## src/rtl/rl_pixel_decoder.sv

```systemverilog
// rl_pixel_decoder: turns CD-i passthrough/RL7/RL3 bytes into one CLUT index per pixel,
// counting pixels per line, clipping runs at the line end and pulsing line completion.
module rl_pixel_decoder #(
    parameter int unit_index = 0
) (
    input  logic       clk,
    input  logic       reset,
    input  logic [1:0] i_mode,
    input  logic       i_line_start,
    input  logic [9:0] i_line_width,
    input  logic       i_in_write,
    input  logic [7:0] i_in_pixel,
    output logic       o_in_strobe,
    output logic       o_out_write,
    output logic [7:0] o_out_pixel,
    input  logic       i_out_strobe,
    output logic       o_line_done
);
    typedef enum logic [1:0] {S_DONE, S_FETCH, S_COUNT, S_RUN} state_t;

    state_t     r_state, w_state;
    logic [9:0] r_pixels_left, w_pixels_left;
    logic [9:0] r_run_left, w_run_left;
    logic [6:0] r_col_a, w_col_a;
    logic [2:0] r_col_b, w_col_b;
    logic       r_phase, w_phase;
    logic [1:0] r_mode, w_mode;
    logic       r_line_done, w_line_done;
    logic       w_pass, w_rl7;

    assign w_pass      = (r_mode == 2'd0) || (r_mode == 2'd3);
    assign w_rl7       = r_mode == 2'd1;
    assign o_line_done = r_line_done;
    // Passthrough is a combinational wire from upstream to downstream while fetching.
    assign o_in_strobe = (r_state == S_COUNT) || (r_state == S_FETCH && (!w_pass || i_out_strobe));
    assign o_out_write = (r_state == S_RUN) || (r_state == S_FETCH && w_pass && i_in_write);
    assign o_out_pixel = (r_state == S_FETCH && w_pass) ? i_in_pixel :
                         (r_state != S_RUN) ? 8'd0 :
                         w_rl7 ? {1'b0, r_col_a} : {5'd0, r_phase ? r_col_b : r_col_a[2:0]};

    always_comb begin
        w_state       = r_state;
        w_pixels_left = r_pixels_left;
        w_run_left    = r_run_left;
        w_col_a       = r_col_a;
        w_col_b       = r_col_b;
        w_phase       = r_phase;
        w_mode        = r_mode;
        w_line_done   = 1'b0;
        if (i_line_start) begin
            w_pixels_left = i_line_width;
            w_mode        = i_mode;
            w_phase       = 1'b0;
            w_state       = (i_line_width == 10'd0) ? S_DONE : S_FETCH;
            w_line_done   = i_line_width == 10'd0;
        end else begin
            case (r_state)
                S_FETCH: begin
                    if (w_pass) begin
                        if (i_in_write && i_out_strobe) begin
                            w_pixels_left = r_pixels_left - 10'd1;
                            w_state       = (r_pixels_left == 10'd1) ? S_DONE : S_FETCH;
                            w_line_done   = r_pixels_left == 10'd1;
                        end
                    end else if (i_in_write) begin
                        w_col_a    = w_rl7 ? i_in_pixel[6:0] : {4'd0, i_in_pixel[6:4]};
                        w_col_b    = w_rl7 ? r_col_b : i_in_pixel[2:0];
                        w_run_left = w_rl7 ? 10'd1 : 10'd2;
                        w_state    = i_in_pixel[7] ? S_COUNT : S_RUN;
                    end
                end
                S_COUNT: begin
                    if (i_in_write) begin
                        // A zero count means "run to the end of the line".
                        w_run_left = (i_in_pixel == 8'd0) ? r_pixels_left :
                                     w_rl7 ? {2'd0, i_in_pixel} : {1'b0, i_in_pixel, 1'b0};
                        w_state    = S_RUN;
                    end
                end
                S_RUN: begin
                    if (i_out_strobe) begin
                        w_pixels_left = r_pixels_left - 10'd1;
                        w_run_left    = r_run_left - 10'd1;
                        w_phase       = w_rl7 ? r_phase : ~r_phase;
                        w_state       = (r_pixels_left == 10'd1) ? S_DONE :
                                        (r_run_left == 10'd1) ? S_FETCH : S_RUN;
                        w_line_done   = r_pixels_left == 10'd1;
                    end
                end
                default: ;
            endcase
        end
    end

    always_ff @(posedge clk) begin
        if (reset) begin
            r_state       <= S_DONE;
            r_pixels_left <= 10'd0;
            r_run_left    <= 10'd0;
            r_col_a       <= 7'd0;
            r_col_b       <= 3'd0;
            r_phase       <= 1'b0;
            r_mode        <= 2'd0;
            r_line_done   <= 1'b0;
        end else begin
            r_state       <= w_state;
            r_pixels_left <= w_pixels_left;
            r_run_left    <= w_run_left;
            r_col_a       <= w_col_a;
            r_col_b       <= w_col_b;
            r_phase       <= w_phase;
            r_mode        <= w_mode;
            r_line_done   <= w_line_done;
        end
    end
endmodule

```

## config.mk

```make
export PLATFORM = sky130hd
export DESIGN_NAME = rl_pixel_decoder
export DESIGN_NICKNAME = d
export VERILOG_FILES = /design/src/rtl/rl_pixel_decoder.sv
export SDC_FILE = /design/constraint.sdc
export NUM_CORES = 1
export LEC_CHECK = 0
export ABC_AREA = 1
export CORE_MARGIN = 1
export CORE_UTILIZATION = 40
export CTS_CLUSTER_DIAMETER = 200
export DETAILED_ROUTE_END_ITERATION = 8
export SLEW_MARGIN = 10
export SYNTH_ARGS = -nofsm -noshare
export SYNTH_HDL_FRONTEND = slang
export SYNTH_SLANG_ARGS = --single-unit
```

## constraint.sdc

```tcl
create_clock -name clk -period 1.95 [get_ports clk]
set_input_delay 0.2925 -clock clk [delete_from_list [all_inputs] [get_ports clk]]
set_output_delay 0.2925 -clock clk [all_outputs]
set_load 0.005 [all_outputs]
```

==> results of run 1 <==
==> worst paths after layout <==
path	start	to	depth (start not counted)
max reg2reg	r_mode[0]$_SDFFE_PP0P_	r_col_a[1]$_SDFFE_PP0P_	8
min	r_pixels_left[8]$_SDFFE_PP0P_	r_pixels_left[8]$_SDFFE_PP0P_	2
min reg2reg	r_pixels_left[8]$_SDFFE_PP0P_	r_pixels_left[8]$_SDFFE_PP0P_	2
max	r_mode[0]$_SDFFE_PP0P_	o_out_write	6
==> metal layers <==
| metal | up-vias | global-route usage, % | part of all wire, % |
|---|---|---|---|
| li1 | 1444 | - | - |
| met1 | 1280 | 33.36 | 50 |
| met2 | 65 | 37.71 | 45 |
| met3 | 4 | 3.864 | 4.0 |
| met4 | 0 | 4.821 | 0.61 |
| met5 | - | 0 | 0 |
==> report_power, final <==
part | switching, W | leakage, nW | internal, W
sequential | 0.0000387 | 0.294 | 0.000778
combinational | 0.000366 | 1.14 | 0.000247
clock | 0.000304 | 0.0541 | 0.000379
total | 0.000709 | 1.48 | 0.00140
==> worst max-delay path, cell delays in order, from the launching register on <==
cell and delay, ps:
dfxtp_2 360, inv_2 60, ha_4 250, buf_6 140, a31oi_4 160, inv_1 70
dlygate4sd2_1 260
==> state kept, by name, summed over array words and instances, names as in the netlist <==
name	count
o_line_done	1
r_col_a	7
r_col_b	3
r_mode	2
r_phase	1
r_pixels_left	10
r_run_left	10
r_state	2
==> logic make-up after synthesis <==
group / Yosys count
buffers and inverters: 69
adders and majority gates: 6
and+or+nand+nor: 193
DFF: 36
AOI/OAI and AO/OA: 103
==> cells in the final DEF (no fill, tap or decap), types with 6 or more instances in the layout <==
master | Yosys | routed
nand4_1 | 9 | 9
nand3_1 | 48 | 48
o21ai_1 | 8 | 11
nor2_1 | 37 | 36
dfxtp_1 | 36 | 34
a31oi_1 | 9 | 8
a21oi_1 | 34 | 34
dlymetal6s2s_1 | 0 | 7
inv_1 | 50 | 48
clkdlybuf4s50_1 | 0 | 25
nand2_1 | 90 | 89
o21ai_0 | 42 | 39
inv_2 | 4 | 6
buf_4 | 2 | 13
==> per-stage QoR <==
stage | utilization [%] | setup TNS (ps)
after CTS | 52.43 | -1085
final | 53.66 | 0
after global placement | 50.27 | 0
after global routing | 53.66 | -10.03
after floorplan | - | 0
after detailed placement | 50.27 | 0
==> timing repair <==
action	4_1_cts	5_1_grt
hold endpoints to repair	0	0
resized for setup	8	23
pin swaps	1	1
endpoints found under the setup margin	10	22
setup buffers	0	0
==> layout make-up <==
cell class,instances,share of cell area (%)
multi-input cells,302,48.05
flip-flops and latches,36,22.76
repair buffers,51,16.15
inverters,55,6.577
well taps,75,2.954
clock buffers,5,2.166
clock inverters,3,1.339
==> reports/qor.csv, run 1 <==
metric,value,unit
xor and xnor area share after synthesis,0,%
"EDFF count, synth",0,
Routed WL,7252,um
Max-Slew Margin vs Limit,72.41,%
Worst Hold Margin,470.9,ps
asr flop ratio synth,0,%
Iter 0 DRT Violations,151,
cell with the most instances after synthesis,nand2_1,
dpl cell area,0.002977,mm2
CTS tree,built,
total power,0.002112,W
global route overflow,0,
nets,482,
TritonRoute pass-1 iters,5,
number of distinct library cells after synthesis,30,
placeable core area,0.005921,mm2
ranking of synthesized cells by area,"dfxtp_1 (29%), nand2_1 (14%), nand3_1 (9.7%), o21ai_0 (8.5%), inv_1 (7.6%)",
DR vias,2793,
placed insts,519,
final slew viol count,0,
DR DRC count,0,
Setup crit start kind,register,
Final Setup Violations,0,
Synth Area in Simple Gates,34.15,%
Post-Synth Adder-Cell Area,3.044,%
CTS buffer count,5,
Clock Sinks,36,
YS warnings,0,
fill cell count,630,
area of the multi-input gates,0.001526,mm2
WL per Instance,13.76,um
WS Path Type,register to output port,
HP Class,register to register,
# rows,28,
power density cells,665.0,mW/mm2
design area,0.003177,mm2
main combinational cell family by area after synthesis,simple AND/OR/NAND/NOR gates,
Compound-Gate Fraction of Synth Area,22.48,%
"FF+latch count, synth",36,
initial core utilization,41.65,%
FF-to-FF setup slack,100,ps
final worst-path cycle share,96.67,%
final clock skew,8.879,ps
outcome,finished clean,
clk slew on worst S/H paths,80,ps
IO buf count,35,
number of global-route vias before repair,2516,
Synth Area per Inst,6.059,um2
Root Buffer,clkbuf_8,
CP required,1660,ps
"critical path fanouts, max",7,
die footprint,0.006483,mm2
"Seq/Total Area, Yosys",29.22,%
Leak,1.483,nW
Worst EP arrival,1590,ps
Syn Std Cell Area,0.002466,mm2
RSZ-0062 raised after global routing,yes,
Syn-to-layout area delta,28.82,%
largest net degree at the start of global routing,19,
Max Clk Rate,0.5305,GHz
final hold violation count,0,
multiplexer share of the synthesized area,0,%
htree depth,2,
antenna cells,0,
DP HPWL,5463,um
global-route usage over all layers,23.71,%
share of cells above drive strength 1,10.18,%
top cell type's share of synthesized area,29.22,%
synth cell count leaders,"nand2_1 (90), inv_1 (50), nand3_1 (48)",
prevailing post-synth register cell,dfxtp_1,
Sequential cell area,723.2,um2
worst slew pin tran,413.4,ps
crit path time final,1885,ps
"Cell Count, Final, Fillers Out",527,
die width,80.52,um
hold buffer count at cts,0,
VDD IR-drop max,0.3518,mV
I/O Pins,36,
Yosys top cell by area,dfxtp_1,
Die Y,80.52,um
MaxCap Viol Count,0,
CP endpoint kind,output port,
Skew-Pair Late Insertion Delay,300,ps
synthesized instance count,407,
clock buffer depth,2,
Synth Net Count,438,
Antenna Nets Post-Route,0,
placer congestion estimate,0.8668,
post-place setup slack,57.45,ps
Setup WS post-layout,64.93,ps
initial antenna violation count,0,
via density per instance,5.300,
first-pass GRT wire length,11990,um
(Power assumes the default switching activity.)
==> run 2, diff against run 1 <==
--- a/config.mk
+++ b/config.mk
@@ -10,6 +10,7 @@
 export CORE_UTILIZATION = 40
 export CTS_CLUSTER_DIAMETER = 200
 export DETAILED_ROUTE_END_ITERATION = 8
+export SETUP_SLACK_MARGIN = 0.5
 export SLEW_MARGIN = 10
 export SYNTH_ARGS = -nofsm -noshare
 export SYNTH_HDL_FRONTEND = slang
==> run 2 against run 1 <==
Effect of this change:
- design area up 13%
- worst setup slack better by 150 ps
- power up 4.7%
- hold slack worse by 6.0 ps
- non-clock buffer count up 24
- fmax up 8.6%
- combinational power up 32%
- sequential power up 1%
- clock skew down 4.0 ps
- die area unchanged
- global-route usage up 1.7 points
- wire length up 9.5%
- critical path type unchanged
- largest power group unchanged
==> reports/qor.csv, run 2 (synthesis gave the netlist of run 1 again) <==
metric,value,unit,change
TritonRoute pass-1 iters,4,,-1
number of global-route vias before repair,2626,,+4.4%
Clock Sinks,36,,unchanged
Iter 0 DRT Violations,191,,+26%
VDD IR-drop max,0.3463,mV,-1.6%
TNS Setup,0,ps,unchanged
via density per instance,5.391,,+1.7%
die width,80.52,um,unchanged
Hold Path Depth,2,,unchanged
fill cell count,564,,-10%
WS Path Type,register to output port,,
initial antenna violation count,0,,unchanged
outcome,finished clean,,
dpl cell area,0.003003,mm2,+0.88%
CP endpoint kind,output port,,
most frequent cells in the layout,"nand2_1 (78), inv_1 (42), nand3_1 (38)",,
clk slew on worst S/H paths,80,ps,about the same
Critical path origin,r_mode[0]$_SDFFE_PP0P_,,
"commonest non-fill, non-tap cell in the layout",nand2_1,,
final clock skew,4.927,ps,-3.953 ps
post-place setup slack,87.20,ps,+29.76 ps
I/O Pins,36,,unchanged
placeable core area,0.005921,mm2,unchanged
Antenna Nets Post-Route,0,,unchanged
placer congestion estimate,0.8631,,-0.43%
final hold violation count,0,,unchanged
reg2reg path depth,9,,+1
RSZ-0062 raised after global routing,yes,,
Crit Reg-Reg Startpoint,r_mode[0]$_SDFFE_PP0P_,,
FF-to-FF End,r_pixels_left[1]$_SDFFE_PP0P_,,
Worst Min Path Start,r_pixels_left[8]$_SDFFE_PP0P_,,
crit path time final,1736,ps,-149.0 ps
clock buffer depth,2,,unchanged
antenna cells,0,,unchanged
Syn-to-layout area delta,46.02,%,
die footprint,0.006483,mm2,unchanged
power density cells,614.4,mW/mm2,-7.6%
crit-path max cell delay,340,ps,-20 ps
MaxCap Viol Count,0,,unchanged
slowest cell on the critical path,dfxtp_2,,
Routed WL,7942,um,+9.5%
WL per Instance,14.36,um,+4.4%
Worst Hold End,r_pixels_left[8]$_SDFFE_PP0P_,,
"critical path fanouts, max",7,,unchanged
nets,508,,+5.4%
first-pass GRT wire length,12490,um,+4.1%
final slew viol count,0,,unchanged
Setup crit start kind,register,,
Final Setup Violations,0,,unchanged
Max Clk Rate,0.5760,GHz,+8.6%
Regs by FF count,"r_pixels_left (10), r_run_left (10), r_col_a (7)",,
FF-to-FF setup slack,250,ps,+150 ps
share of cells above drive strength 1,29.92,%,+20 points
Die Y,80.52,um,unchanged
CP cell instances,inv_2 -> ha_4 -> buf_12 -> nand2_8 -> o22ai_1 -> buf_2,,
CP required,1660,ps,about the same
Worst EP arrival,1440,ps,-150 ps
CP Buf/Inv Count,3,,-1
# rows,28,,unchanged
"CP delay by family, top",flip-flops,,
worst slew pin tran,342.4,ps,-70.95 ps
Skew-Pair Late Insertion Delay,300,ps,about the same
DP HPWL,5518,um,+1.0%
Worst Hold Margin,464.9,ps,-5.963 ps
DR DRC count,0,,unchanged
Max-Slew Margin vs Limit,76.98,%,+4.6 points
hold buffer count at cts,0,,unchanged
htree depth,2,,unchanged
Root Buffer,clkbuf_8,,
Leak,1.541,nW,+3.9%
DR vias,2981,,+6.7%
Setup WS post-layout,214.0,ps,+149.0 ps
global-route usage over all layers,25.38,%,+1.7 points
final worst-path cycle share,89.03,%,-7.6 points
CTS tree,built,,
design area,0.003601,mm2,+13%
initial core utilization,41.65,%,unchanged
HP Class,register to register,,
global route overflow,0,,unchanged
CTS buffer count,5,,unchanged
largest net degree at the start of global routing,16,,-3
IO buf count,35,,unchanged
run 2: area by class of cell:
class | instances | area [um2] | share of cell area, %
clock buffer | 6 | 82.58 | 2.293
timing repair inverter | 2 | 13.76 | 0.3822
inverter | 55 | 224.0 | 6.220
tap | 75 | 93.84 | 2.606
clock inverter | 2 | 10.01 | 0.2780
timing repair buffer | 75 | 691.9 | 19.21
multi-input combinational | 302 | 1757 | 48.78
sequential | 36 | 728.2 | 20.22
run 2: metal layers:
metal	track usage, %	part of all wire (%)
met4	7.857	2.0
met1	35.41	46
met3	3.750	4.6
met2	39.75	47
met5	0	0
run 2: power by group:
group / internal, W / switching [W] / leakage [nW]
Combinational: 0.000350 / 0.000458 / 1.19
Sequential: 0.000779 / 0.0000464 / 0.295
Clock: 0.000282 / 0.000296 / 0.0510
run 2: worst reg2reg max path, cell delays in order, from the launching register on:
cell	delay, ps
dfxtp_2	340
inv_2	50
ha_4	290
buf_8	130
nor2_4	50
o21ai_2	170
nand3_4	210
buf_4	210
o21ai_1	100
a21oi_1	50
run 2: per-stage QoR:
stage / utilization [%] / power, W / std cells
after floorplan: - / 0.001212 / 407
after global placement: 50.72 / 0.001427 / 521
after detailed placement: 50.72 / 0.001427 / 521
after CTS: 56.83 / 0.002111 / 544
after global routing: 60.82 / 0.002334 / 553
final: 60.82 / 0.002213 / 553
run 2: timing repair:
action / in CTS / in global routing
gates resized for setup: 105 / 52
cloned: 2 / 0
setup endpoints to repair: 38 / 44
pin swaps: 20 / 24
setup buffers: 13 / 9
run 2: worst max-delay path by stage:
stage,to,cells after the start,slack (ps)
after global routing,r_pixels_left[8]$_SDFFE_PP0P_,9,130
after detailed placement,o_out_pixel[1],7,90
final,o_out_pixel[2],6,210
after CTS,o_out_pixel[1],8,220
after floorplan,r_pixels_left[2]$_SDFFE_PP0P_,10,450
after global placement,o_out_pixel[1],7,90
==> run 3, diff against run 2 <==
--- a/config.mk
+++ b/config.mk
@@ -6,6 +6,7 @@
 export NUM_CORES = 1
 export LEC_CHECK = 0
 export ABC_AREA = 1
+export CORE_ASPECT_RATIO = 2
 export CORE_MARGIN = 1
 export CORE_UTILIZATION = 40
 export CTS_CLUSTER_DIAMETER = 200
==> run 3 against run 2 <==
Effect of this change:
- sequential cell count is the same
- wire length up 13%
- final cell count down 1.4%
- die area increased by 0.29%
- global-route usage grew 3.6 points
- hold slack got worse by 0.50 ps
- non-clock buffer count rose by 3
- the flow now finishes with violations (design-rule violations)
- fmax is 3.3% lower
- clock power grew 45%
- register-to-register slack worse by 20 ps
==> reports/qor.csv, run 3 (synthesis gave the netlist of run 1 again) <==
metric,value,unit,change
outcome,finished with violations,,
failing checks,design-rule violations,,
Antenna Nets Post-Route,0,,unchanged
TritonRoute pass-1 iters,7,,+3
DR vias,3029,,+1.6%
clock buffer depth,2,,unchanged
share of cells above drive strength 1,29.88,%,-0.041 points
Skew-Pair Late Insertion Delay,280,ps,-20 ps
WL per Instance,16.41,um,+14%
final clock skew,6.112,ps,+1.185 ps
nets,512,,+0.79%
power density cells,678.7,mW/mm2,+10%
RSZ-0062 raised after global routing,yes,,
final hold violation count,0,,unchanged
CTS tree,built,,
final slew viol count,0,,unchanged
WS Path Type,register to output port,,
die width,57.52,um,-29%
final worst-path cycle share,92.02,%,+3.0 points
Iter 0 DRT Violations,168,,-12%
DR DRC count,3,,+3
initial antenna violation count,0,,unchanged
Worst EP arrival,1500,ps,+60 ps
initial core utilization,41.41,%,-0.25 points
worst slew pin tran,414.6,ps,+72.16 ps
CP required,1660,ps,about the same
design area,0.003706,mm2,+2.9%
Setup crit start kind,register,,
largest net degree at the start of global routing,24,,+8
placeable core area,0.005956,mm2,+0.59%
placer congestion estimate,0.9163,,+6.2%
IO buf count,35,,unchanged
DP HPWL,6285,um,+14%
CTS buffer count,5,,unchanged
Clock Sinks,36,,unchanged
global-route usage over all layers,29.01,%,+3.6 points
MaxCap Viol Count,0,,unchanged
clk slew on worst S/H paths,60,ps,-20 ps
Root Buffer,clkbuf_16,,
first-pass GRT wire length,14550,um,+17%
Final Setup Violations,0,,unchanged
Regs by FF count,"r_pixels_left (10), r_run_left (10), r_col_a (7)",,
number of global-route vias before repair,3013,,+15%
dpl cell area,0.003010,mm2,+0.25%
htree depth,2,,unchanged
"commonest non-fill, non-tap cell in the layout",nand2_1,,
HP Class,register to register,,
Leak,1.597,nW,+3.6%
via density per instance,5.558,,+3.1%
global route overflow,0,,unchanged
antenna cells,0,,unchanged
CP endpoint kind,output port,,
TNS Setup,0,ps,unchanged
most frequent cells in the layout,"nand2_1 (80), inv_1 (41), nand3_1 (40)",,
crit path time final,1794,ps,+58.41 ps
Die Y,113.0,um,+40%
# rows,40,,+43%
Syn-to-layout area delta,50.28,%,
Routed WL,8943,um,+13%
I/O Pins,36,,unchanged
"critical path fanouts, max",5,,-2
Max Clk Rate,0.5573,GHz,-3.3%
die footprint,0.006502,mm2,+0.29%
Max-Slew Margin vs Limit,72.07,%,-4.9 points
VDD IR-drop max,0.4047,mV,+17%
## run 3: cell types whose count changed in the layout (fill, tap and decap cells not counted), moves of 3 or more
cell,previous run,this run
clkbuf_8,6,1
nand2_2,10,7
clkbuf_16,0,5
o21ai_1,13,10
buf_6,11,16
nor2_2,7,3
## run 3: path summary, 6_finish.rpt
check	startpoint	endpoint	slack, ps	depth (start not counted)
setup / recovery	r_mode[0]$_SDFFE_PP0P_	o_out_write	160	7
hold / removal	r_pixels_left[8]$_SDFFE_PP0P_	r_pixels_left[8]$_SDFFE_PP0P_	460	2
setup reg to reg	r_mode[0]$_SDFFE_PP0P_	r_pixels_left[4]$_SDFFE_PP0P_	230	11
hold reg to reg	r_pixels_left[8]$_SDFFE_PP0P_	r_pixels_left[8]$_SDFFE_PP0P_	460	2
## run 3: final cells by class
cell class | count | area, um2
fill | 566 | 2250
multi-input combinational | 303 | 1798
sequential | 36 | 728.2
timing repair buffer | 78 | 705.7
inverter | 55 | 230.2
clock buffer | 6 | 138.9
tap | 63 | 78.83
timing repair inverter | 2 | 16.27
clock inverter | 2 | 10.01
## run 3: layer usage
layer  up-vias  track usage (%)  part of all wire (%)
met5         -                0                     0
met4         0            13.17                   4.7
met3        31            3.200                   2.6
met2        77            54.65                    55
met1      1411            30.93                    38
li1       1510                -                     -
## run 3: per-stage QoR
stage                     total power, W  util (%)  setup slack [ps]  hold slack [ps]  instances
after floorplan                 0.001212         -             450.2            437.4        407
after global placement          0.001452     50.55             48.35            454.1        512
after detailed placement        0.001457     50.55             11.03            458.2        512
after CTS                       0.002447     59.47             188.1            465.5        540
after global routing            0.002645     62.23             125.0            484.9        545
final                           0.002515     62.23             155.6            464.4        545
## run 3: power breakdown
part           leakage, nW  total [W]  switching, W  internal, W
Clock               0.0766   0.000836      0.000331     0.000504
Combinational         1.23   0.000854      0.000485     0.000368
Sequential           0.295   0.000826     0.0000452     0.000781
## run 3: critical path, cell delays in order, from the launching register on
cell and delay [ps]:
dfxtp_2 340, inv_2 50, ha_4 220, buf_6 130, buf_6 120, a31oi_4 170, inv_2 60, buf_2 120
## run 3: what timing repair did
item                       in CTS  in global routing
gates cloned                    3                  0
buffers inserted               17                  5
pin swaps                      22                 14
resized for setup             122                 40
setup endpoints to repair      38                 44
hold buffers                    0                  0
